--- config.mk ---
export PLATFORM = sky130hd
export DESIGN_NAME = dma_rd_stream
export DESIGN_NICKNAME = d
export VERILOG_FILES = /design/src/rtl/dma_pkg.sv /design/src/rtl/dma_rd_stream.sv
export SDC_FILE = /design/constraint.sdc
export NUM_CORES = 1
export LEC_CHECK = 0
export CAP_MARGIN = 20
export CORE_UTILIZATION = 44
export CTS_BUF_LIST = sky130_fd_sc_hd__clkbuf_16
export DETAILED_ROUTE_END_ITERATION = 10
export PLACE_DENSITY = 0.91
export SLEW_MARGIN = 10
export SYNTH_ARGS = -nofsm -noshare
export SYNTH_HDL_FRONTEND = slang
export SYNTH_SLANG_ARGS = --single-unit
--- constraint.sdc ---
create_clock -name clk -period 2.4 [get_ports clk]
set_input_delay 0.24 -clock clk [delete_from_list [all_inputs] [get_ports clk]]
set_output_delay 0.24 -clock clk [all_outputs]
set_load 0.02 [all_outputs]
--- src/rtl/dma_pkg.sv ---
// Shared state encoding and default widths for the DMA read-to-stream adapter.
package dma_pkg;
  localparam int DEF_DATA_WIDTH     = 32;
  localparam int DEF_ADDR_WIDTH     = 32;
  localparam int DEF_SIZE_WIDTH     = 16;
  localparam int DEF_TIMEOUT_CYCLES = 1024;

  typedef enum logic [2:0] {
    S_IDLE,
    S_REQ,
    S_STREAM,
    S_WAIT_DONE,
    S_FIN
  } state_t;
endpackage

--- src/rtl/dma_rd_stream.sv ---
// Issues one DMA read request, then drains the controller's show-ahead FIFO into a valid/ready stream.
// Optional stall watchdog is compiled in with DMA_RD_STREAM_TIMEOUT_EN.
module dma_rd_stream
  import dma_pkg::*;
#(
  parameter int DATA_WIDTH     = DEF_DATA_WIDTH,
  parameter int ADDR_WIDTH     = DEF_ADDR_WIDTH,
  parameter int SIZE_WIDTH     = DEF_SIZE_WIDTH,
  parameter int TIMEOUT_CYCLES = DEF_TIMEOUT_CYCLES
) (
  input  logic                  clk,
  input  logic                  rst_n,
  input  logic                  start,
  input  logic [ADDR_WIDTH-1:0] addr,
  input  logic [SIZE_WIDTH-1:0] size,
  output logic                  busy,
  output logic                  done,
  output logic                  err,
  output logic                  rd_go,
  output logic [ADDR_WIDTH-1:0] rd_addr,
  output logic [SIZE_WIDTH-1:0] rd_size,
  input  logic [DATA_WIDTH-1:0] rd_data,
  input  logic                  empty,
  output logic                  rd_en,
  input  logic                  rd_done,
  output logic                  m_valid,
  output logic [DATA_WIDTH-1:0] m_data,
  output logic                  m_last,
  input  logic                  m_ready
);

  state_t                  state_q, state_d;
  logic [ADDR_WIDTH-1:0]   addr_q, addr_d;
  logic [SIZE_WIDTH-1:0]   size_q, size_d;
  logic [SIZE_WIDTH-1:0]   remain_q, remain_d;
  logic [DATA_WIDTH-1:0]   data_q, data_d;
  logic                    valid_q, valid_d;
  logic                    last_q, last_d;
  logic                    flag_q, flag_d;
  logic                    active, pop, last_hs, launch, timeout_hit;

  // Handshake: a word moves downstream in any cycle with m_valid && m_ready;
  // m_data/m_last are held unchanged while m_valid && !m_ready.
  assign active  = (state_q == S_STREAM) || (state_q == S_WAIT_DONE);
  assign pop     = (state_q == S_STREAM) && !empty && (remain_q != '0) && (!valid_q || m_ready);
  assign last_hs = valid_q && m_ready && last_q;
  assign launch  = (state_q == S_IDLE) && start && (size != '0);

`ifdef DMA_RD_STREAM_TIMEOUT_EN
  localparam int TW = $clog2(TIMEOUT_CYCLES + 1);
  logic [TW-1:0] quiet_q, quiet_d;
  logic          err_q, err_d, quiet;

  // A stalled downstream is not a stall of the read path, so it keeps the watchdog quiet.
  assign quiet       = active && !pop && !rd_done && !(valid_q && !m_ready);
  assign timeout_hit = quiet && (quiet_q == TW'(TIMEOUT_CYCLES - 1));
  assign quiet_d     = quiet ? quiet_q + 1'b1 : '0;

  always_comb begin
    err_d = err_q;
    if (launch)      err_d = 1'b0;
    if (timeout_hit) err_d = 1'b1;
  end

  always_ff @(posedge clk or negedge rst_n) begin
    if (!rst_n) begin
      quiet_q <= '0;
      err_q   <= 1'b0;
    end else begin
      quiet_q <= quiet_d;
      err_q   <= err_d;
    end
  end

  assign err = err_q;
`else
  assign timeout_hit = 1'b0;
  assign err         = 1'b0;
`endif

  always_ff @(posedge clk or negedge rst_n) begin
    if (!rst_n) begin
      state_q  <= S_IDLE;
      addr_q   <= '0;
      size_q   <= '0;
      remain_q <= '0;
      data_q   <= '0;
      valid_q  <= 1'b0;
      last_q   <= 1'b0;
      flag_q   <= 1'b0;
    end else begin
      state_q  <= state_d;
      addr_q   <= addr_d;
      size_q   <= size_d;
      remain_q <= remain_d;
      data_q   <= data_d;
      valid_q  <= valid_d;
      last_q   <= last_d;
      flag_q   <= flag_d;
    end
  end

  always_comb begin
    state_d = state_q;
    case (state_q)
      S_IDLE:      if (start) state_d = (size != '0) ? S_REQ : S_FIN;
      S_REQ:       state_d = S_STREAM;
      S_STREAM:    if (last_hs) state_d = (flag_q || rd_done) ? S_FIN : S_WAIT_DONE;
      S_WAIT_DONE: if (flag_q || rd_done) state_d = S_FIN;
      S_FIN:       state_d = S_IDLE;
      default:     state_d = S_IDLE;
    endcase
    if (timeout_hit) state_d = S_FIN;
  end

  always_comb begin
    addr_d   = addr_q;
    size_d   = size_q;
    remain_d = remain_q;
    data_d   = data_q;
    valid_d  = valid_q;
    last_d   = last_q;
    flag_d   = flag_q;
    if (launch) begin
      addr_d   = addr;
      size_d   = size;
      remain_d = size;
      flag_d   = 1'b0;
    end
    if (((state_q == S_REQ) || active) && rd_done) flag_d = 1'b1;
    if (pop) begin
      data_d   = rd_data;
      valid_d  = 1'b1;
      last_d   = (remain_q == SIZE_WIDTH'(1));
      remain_d = remain_q - 1'b1;
    end else if (valid_q && m_ready) begin
      valid_d = 1'b0;
      last_d  = 1'b0;
    end
    if (timeout_hit) begin
      valid_d = 1'b0;
      last_d  = 1'b0;
    end
  end

  always_comb begin
    busy  = (state_q != S_IDLE);
    done  = (state_q == S_FIN);
    rd_go = (state_q == S_REQ);
  end

  assign rd_en   = pop;
  assign rd_addr = addr_q;
  assign rd_size = size_q;
  assign m_valid = valid_q;
  assign m_data  = data_q;
  assign m_last  = last_q;

endmodule

==> run metrics, run 1 <==
outcome completed; worst path required time 2.62 ns; wire length per cell 15.31 um; register area share after synthesis 0.5738; Primary FF master, synth dfrtp_1; Post-DRT Antenna Nets 0; DRT Wirelength 12430 um; post-synth top area share 0.5738; worst hold path class in -> reg; Die ar. 0.01052 mm^2; Startpoint Class flop; sequential power share 0.402; Worst Setup SP remain_q[2]; clock sinks 102; Async S/R FF share, synth 1.000; share of cells above drive strength 1 0.07511; drt drc 0; CTS H-tree lvls 3; die width 102.5 um; Netlist cell types 48; Max transition margin 0.5256; Slew @ Worst Pin 0.7116 ns; clk slew on worst S/H paths 0.07 ns; Max FO, Critical Path 6; Post-layout nets 764; # fillers 749; Slew Limit Fails 0; number of I/O pins 173; Syn Std Cell Area 0.004448 mm^2; synthesized area per cell 8.986 um^2; sw frac 0.3577; Final HPWL DP 9029 um; area delta synth->final 50.75%; Setup Skew 0.009929 ns; Synth Warn # 0; Setup Buffers After CTS 0; Yosys reg bits 102; initial drt markers 172; Final Worst Setup Slack 0.1330 ns; crit path capture type flop; crit share post-route 0.9446; TritonCTS clock tree built; vias in the first global route 4170; Core Footprint 0.009774 mm^2; initial core utilization 0.4551; switching pwr 2.141 mW; Vias per Instance 5.158; largest cells by area after synthesis dfrtp_1 (57%), nand2_1 (20%), buf_2 (1.6%), mux2i_1 (1.6%), a221o_1 (1.4%); RSZ-0062 raised after global routing no; internal power 3.844 mW; total negative setup slack 0 ns; Clock Latency Late Sink 0.34 ns; worst r2r src remain_q[2]; TritonRoute pass-1 iters 5; WP data arrival 2.49 ns; maximum VDD drop 0.0003829 V; CTS Root Cell clkbuf_16; grt total ovfl 0; Post-synth EDFFs 0; max cap viols 0; Clock Path Buffers 2; final setup violation count 0; PD cells 892.6 mW/mm^2; initial antenna violation count 0; CTS Buf Count 9; via count 4188; Post-Syn Nets 584; Crit Path Class reg -> reg; RePlAce Congestion 0.8797; largest net degree at the start of global routing 56; Peak Freq 441.1 MHz; dpl ws 0.01559 ns; global-route wire length before repair 19520 um; Hold Crit Start addr[16]; Die Ht 102.5 um; clock network fraction of total power 0.220; # diodes 0; Leakage 3.194 nW; Hold Violations, Final 0; Finished Core Util 0.6860; Buffers on Ports 171; Logic pwr share 0.378; Tmin final 2.267 ns; cell count after synthesis 495; num rows 36; leading area contributor after synthesis dfrtp_1; GRT Overall Usage 0.2419
==> state kept, by name, summed over array words and instances, names as in the netlist <==
register  cells
rd_size      16
state_q       3
m_valid       1
m_data       32
flag_q        1
rd_addr      32
m_last        1
remain_q     16
==> synthesized netlist by cell type, types with 2 or more instances <==
cell type  instances
nand2_1          242
dfrtp_1          102
nor2_1            16
buf_2             14
nor3_1            12
nor4_1             9
clkbuf_1           8
nand3_1            8
inv_1              7
mux2i_1            7
a221o_1            6
o21ai_0            5
and2_1             4
or3_1              4
a21o_1             3
a21oi_1            3
a31oi_1            3
ha_1               3
nor3b_1            3
a32oi_1            2
buf_4              2
mux2_2             2
nand4_1            2
o211ai_1           2
o22ai_1            2
o32ai_1            2
==> timing repair <==
item | in CTS | in global routing
resized for setup | 1 | 1
endpoints found under the setup margin | 1 | 1
hold buffers | 1 | 0
endpoints found under the hold margin | 53 | 0
==> layer usage <==
metal / routed length, um / up-vias / GRT usage / share of wire
met4: 257 / 0 / 0.1000 / 0.021
li1: - / 1971 / - / -
met1: 4928 / 2000 / 0.2931 / 0.40
met5: 0 / - / 0 / 0
met3: 1123 / 23 / 0.05763 / 0.090
met2: 6119 / 194 / 0.4144 / 0.49
==> power groups by stage <==
stage               combinational (mW)  sequential [mW]  clock (mW)
floorplan                        0.888             2.71           0
global placement                  2.18             2.40           0
detailed placement                2.27             2.42           0
CTS                               2.28             2.40        1.35
global route                      2.47             2.45        1.43
finish                            2.26             2.40        1.32
==> logic make-up after synthesis <==
family                     share of synthesized area
and+or+nand+nor                               0.3063
DFF                                           0.5738
buffers and inverters                        0.03600
AOI/OAI and AO/OA                            0.05373
muxes                                        0.02082
adders and majority gates                   0.008440
other                                      0.0008431
==> layout by cell type (no fill, tap or decap), types with 2 or more instances in the layout <==
cell,Yosys,layout
and2_1,4,4
nor3b_1,3,3
a221o_1,6,6
clkdlybuf4s50_1,0,169
ha_1,3,3
a32oi_1,2,2
a21o_1,3,3
a21oi_1,3,3
or3_1,4,4
nor2_1,16,16
nand2_1,242,242
nand4_1,2,2
o22ai_1,2,2
nor4_1,9,9
dfrtp_1,102,102
clkinvlp_4,0,3
mux2i_1,7,7
nor3_1,12,12
o32ai_1,2,2
inv_1,7,8
mux2_2,2,2
clkbuf_16,0,9
o21ai_0,5,5
buf_4,2,19
nand3_1,8,7
o211ai_1,2,2
buf_12,0,4
a31oi_1,3,3
==> path summary, 6_finish.rpt <==
check                                to  slack [ns]  cells after the start
setup / recovery           remain_q[13]        0.13                      6
hold / removal              rd_addr[16]        0.42                      3
setup reg to reg           remain_q[13]        0.13                      6
hold reg to reg             rd_addr[16]        0.47                      2
max in group asynchronous   rd_addr[28]        1.18                      3
min in group asynchronous     m_data[6]        0.51                      2
==> per-stage QoR <==
stage / instance area [um^2] / instances / hold slack [ns] / power [mW]
after floorplan: 4448 / 495 / -0.05559 / 3.595
after global placement: 6427 / 796 / 0.3189 / 4.574
after detailed placement: 6427 / 796 / 0.3332 / 4.692
after CTS: 6701 / 812 / 0.4150 / 6.029
after global routing: 6705 / 812 / 0.4198 / 6.351
final: 6705 / 812 / 0.4188 / 5.985
==> worst max-delay path: stages (launching register included) <==
cell and delay [ns]:
dfrtp_1 0.39, buf_4 0.16, nor4_1 0.55, nand3_1 0.28
nor4_1 0.31, mux2i_1 0.14, a221o_1 0.32
==> final cells by class <==
type,count,area (um^2),area share
tap,133,166.4,0.02482
inverter,8,30.03,0.004478
multi-input combinational,359,1747,0.2605
clock inverter,6,40.04,0.005971
clock buffer,9,225.2,0.03359
timing repair buffer,195,1944,0.2900
sequential,102,2552,0.3807
No activity file was read; power rests on OpenSTA's default activity.
==> run 2, diff against run 1 <==
--- a/config.mk
+++ b/config.mk
@@ -9,7 +9,7 @@
 export CORE_UTILIZATION = 44
 export CTS_BUF_LIST = sky130_fd_sc_hd__clkbuf_16
 export DETAILED_ROUTE_END_ITERATION = 10
-export PLACE_DENSITY = 0.91
+export PLACE_DENSITY_LB_ADDON = 0.2
 export SLEW_MARGIN = 10
 export SYNTH_ARGS = -nofsm -noshare
 export SYNTH_HDL_FRONTEND = slang
==> run 2 against run 1 <==
Effect of this change:
- routed wire length decreased by 5.1%
- clock power increased by 6%
- clock skew decreased by 0.0027 ns
- clock-buffer cell count unchanged
- sequential power about the same
- sequential cell count unchanged
- critical path type unchanged
- critical endpoint is now remain_q[7]
==> run metrics, run 2 (synthesized netlist as in run 1, its figures left out) <==
outcome completed; TritonRoute pass-1 iters 4; WP data arrival 2.43 ns; maximum VDD drop 0.0003942 V; Final HPWL DP 8600 um; worst hold path class in -> async; RePlAce Congestion 0.8417; Clock Latency Late Sink 0.34 ns; crit share post-route 0.9180; GRT Overall Usage 0.2325; Max transition margin 0.5087; Post-layout nets 776; Crit Path Class reg -> reg; total negative setup slack 0 ns; largest stage delay on the critical path 0.42 ns; TritonCTS clock tree built; reg2reg path depth 8; R2R setup slack 0.20 ns; crit path cell chain inv_1, ha_1, nor4b_2, nand4_1, nand3_2, clkbuf_8, nor2_1, a221o_1; Clock Path Buffers 2; wire length per cell 14.31 um; largest net degree at the start of global routing 47; Setup Buffers After CTS 0; R2R Path End remain_q[7]; number of I/O pins 173; initial antenna violation count 0; Worst path slowest cell dfrtp_1; Post-DRT Antenna Nets 0; RSZ-0062 raised after global routing no; worst path required time 2.63 ns; # fillers 778; Startpoint Class flop; global-route wire length before repair 18820 um; max cap viols 0; Leakage 3.264 nW; CTS Root Cell clkbuf_16; # diodes 0; area delta synth->final 53.61%; die width 102.5 um; dpl ws 0.01696 ns; vias in the first global route 4021; via count 4092; final setup violation count 0; CTS H-tree lvls 3; share of cells above drive strength 1 0.08973; clock sinks 102; Max FO, Critical Path 46; crit path capture type flop; Tmin final 2.203 ns; clk slew on worst S/H paths 0.07 ns; grt total ovfl 0; commonest cells after routing, fill and taps aside nand2_1 (242), clkdlybuf4s50_1 (169), dfrtp_1 (102); CTS Buf Count 9; worst r2r src remain_q[1]; Die ar. 0.01052 mm^2; Peak Freq 453.9 MHz; drt drc 0; most common cell after layout, fill and taps aside nand2_1; DRT Wirelength 11790 um; Buffers on Ports 171; Die Ht 102.5 um; Final Worst Setup Slack 0.1967 ns; Core Footprint 0.009774 mm^2; Vias per Instance 4.966; Slew Limit Fails 0; Hold Violations, Final 0; initial drt markers 228; PD cells 890.8 mW/mm^2; initial core utilization 0.4551; num rows 36; Slew @ Worst Pin 0.7302 ns; Setup Skew 0.007234 ns
[run 2: how the worst max path moves through the flow]
stage                            from           to  slack [ns]  cells after the start
after CTS                 remain_q[1]  remain_q[7]        0.08                      8
after global placement        size[0]  remain_q[7]        0.06                      7
after detailed placement      size[3]  rd_addr[20]        0.02                      8
final                     remain_q[1]  remain_q[7]        0.20                      8
after global routing      remain_q[1]  remain_q[7]       0.008                      8
after floorplan           remain_q[0]  remain_q[7]        0.53                      8
[run 2: layer usage]
metal,vias up,track usage,wire (um)
li1,1986,-,-
met1,1965,0.2999,5199
met2,134,0.3703,5549
met3,7,0.06983,955
met4,0,0.08791,86
met5,-,0,0
[run 2: repair_timing]
| item | in CTS | in global routing |
|---|---|---|
| hold endpoints to repair | 34 | 0 |
| hold buffers | 1 | 0 |
| setup endpoints to repair | 1 | 4 |
| resized for setup | 1 | 4 |
[run 2: through the flow]
step | cell area, um^2 | instances | hold slack (ns) | util | power (mW)
finish | 6833 | 824 | 0.4035 | 0.6991 | 6.087
global route | 6833 | 824 | 0.4222 | 0.6991 | 6.448
CTS | 6830 | 824 | 0.4042 | 0.6988 | 6.144
detailed placement | 6543 | 808 | 0.2253 | 0.6694 | 4.729
global placement | 6543 | 808 | 0.2187 | 0.6694 | 4.634
floorplan | 4448 | 495 | -0.05559 | - | 3.595
[run 2: critical path, delay by kind of cell (launching register included)]
family | cells | cell delay [ns]
AOI/OAI and AO/OA | 1 | 0.36
DFF | 1 | 0.42
and+or+nand+nor | 4 | 0.68
buffers and inverters | 2 | 0.44
adders and majority gates | 1 | 0.18
[run 2: report_power, final]
group | internal (mW) | total [mW] | switching [mW]
Combinational | 1.09 | 2.28 | 1.19
Clock | 0.790 | 1.40 | 0.610
Sequential | 2.10 | 2.41 | 0.308
[run 2: layout make-up]
| class | count | area [um^2] | area share |
|---|---|---|---|
| multi-input combinational | 359 | 1747 | 0.2556 |
| timing repair buffer | 207 | 2058 | 0.3012 |
| inverter | 8 | 30.03 | 0.004395 |
| tap | 133 | 166.4 | 0.02435 |
| clock buffer | 9 | 225.2 | 0.03296 |
| sequential | 102 | 2552 | 0.3736 |
| clock inverter | 6 | 53.80 | 0.007874 |
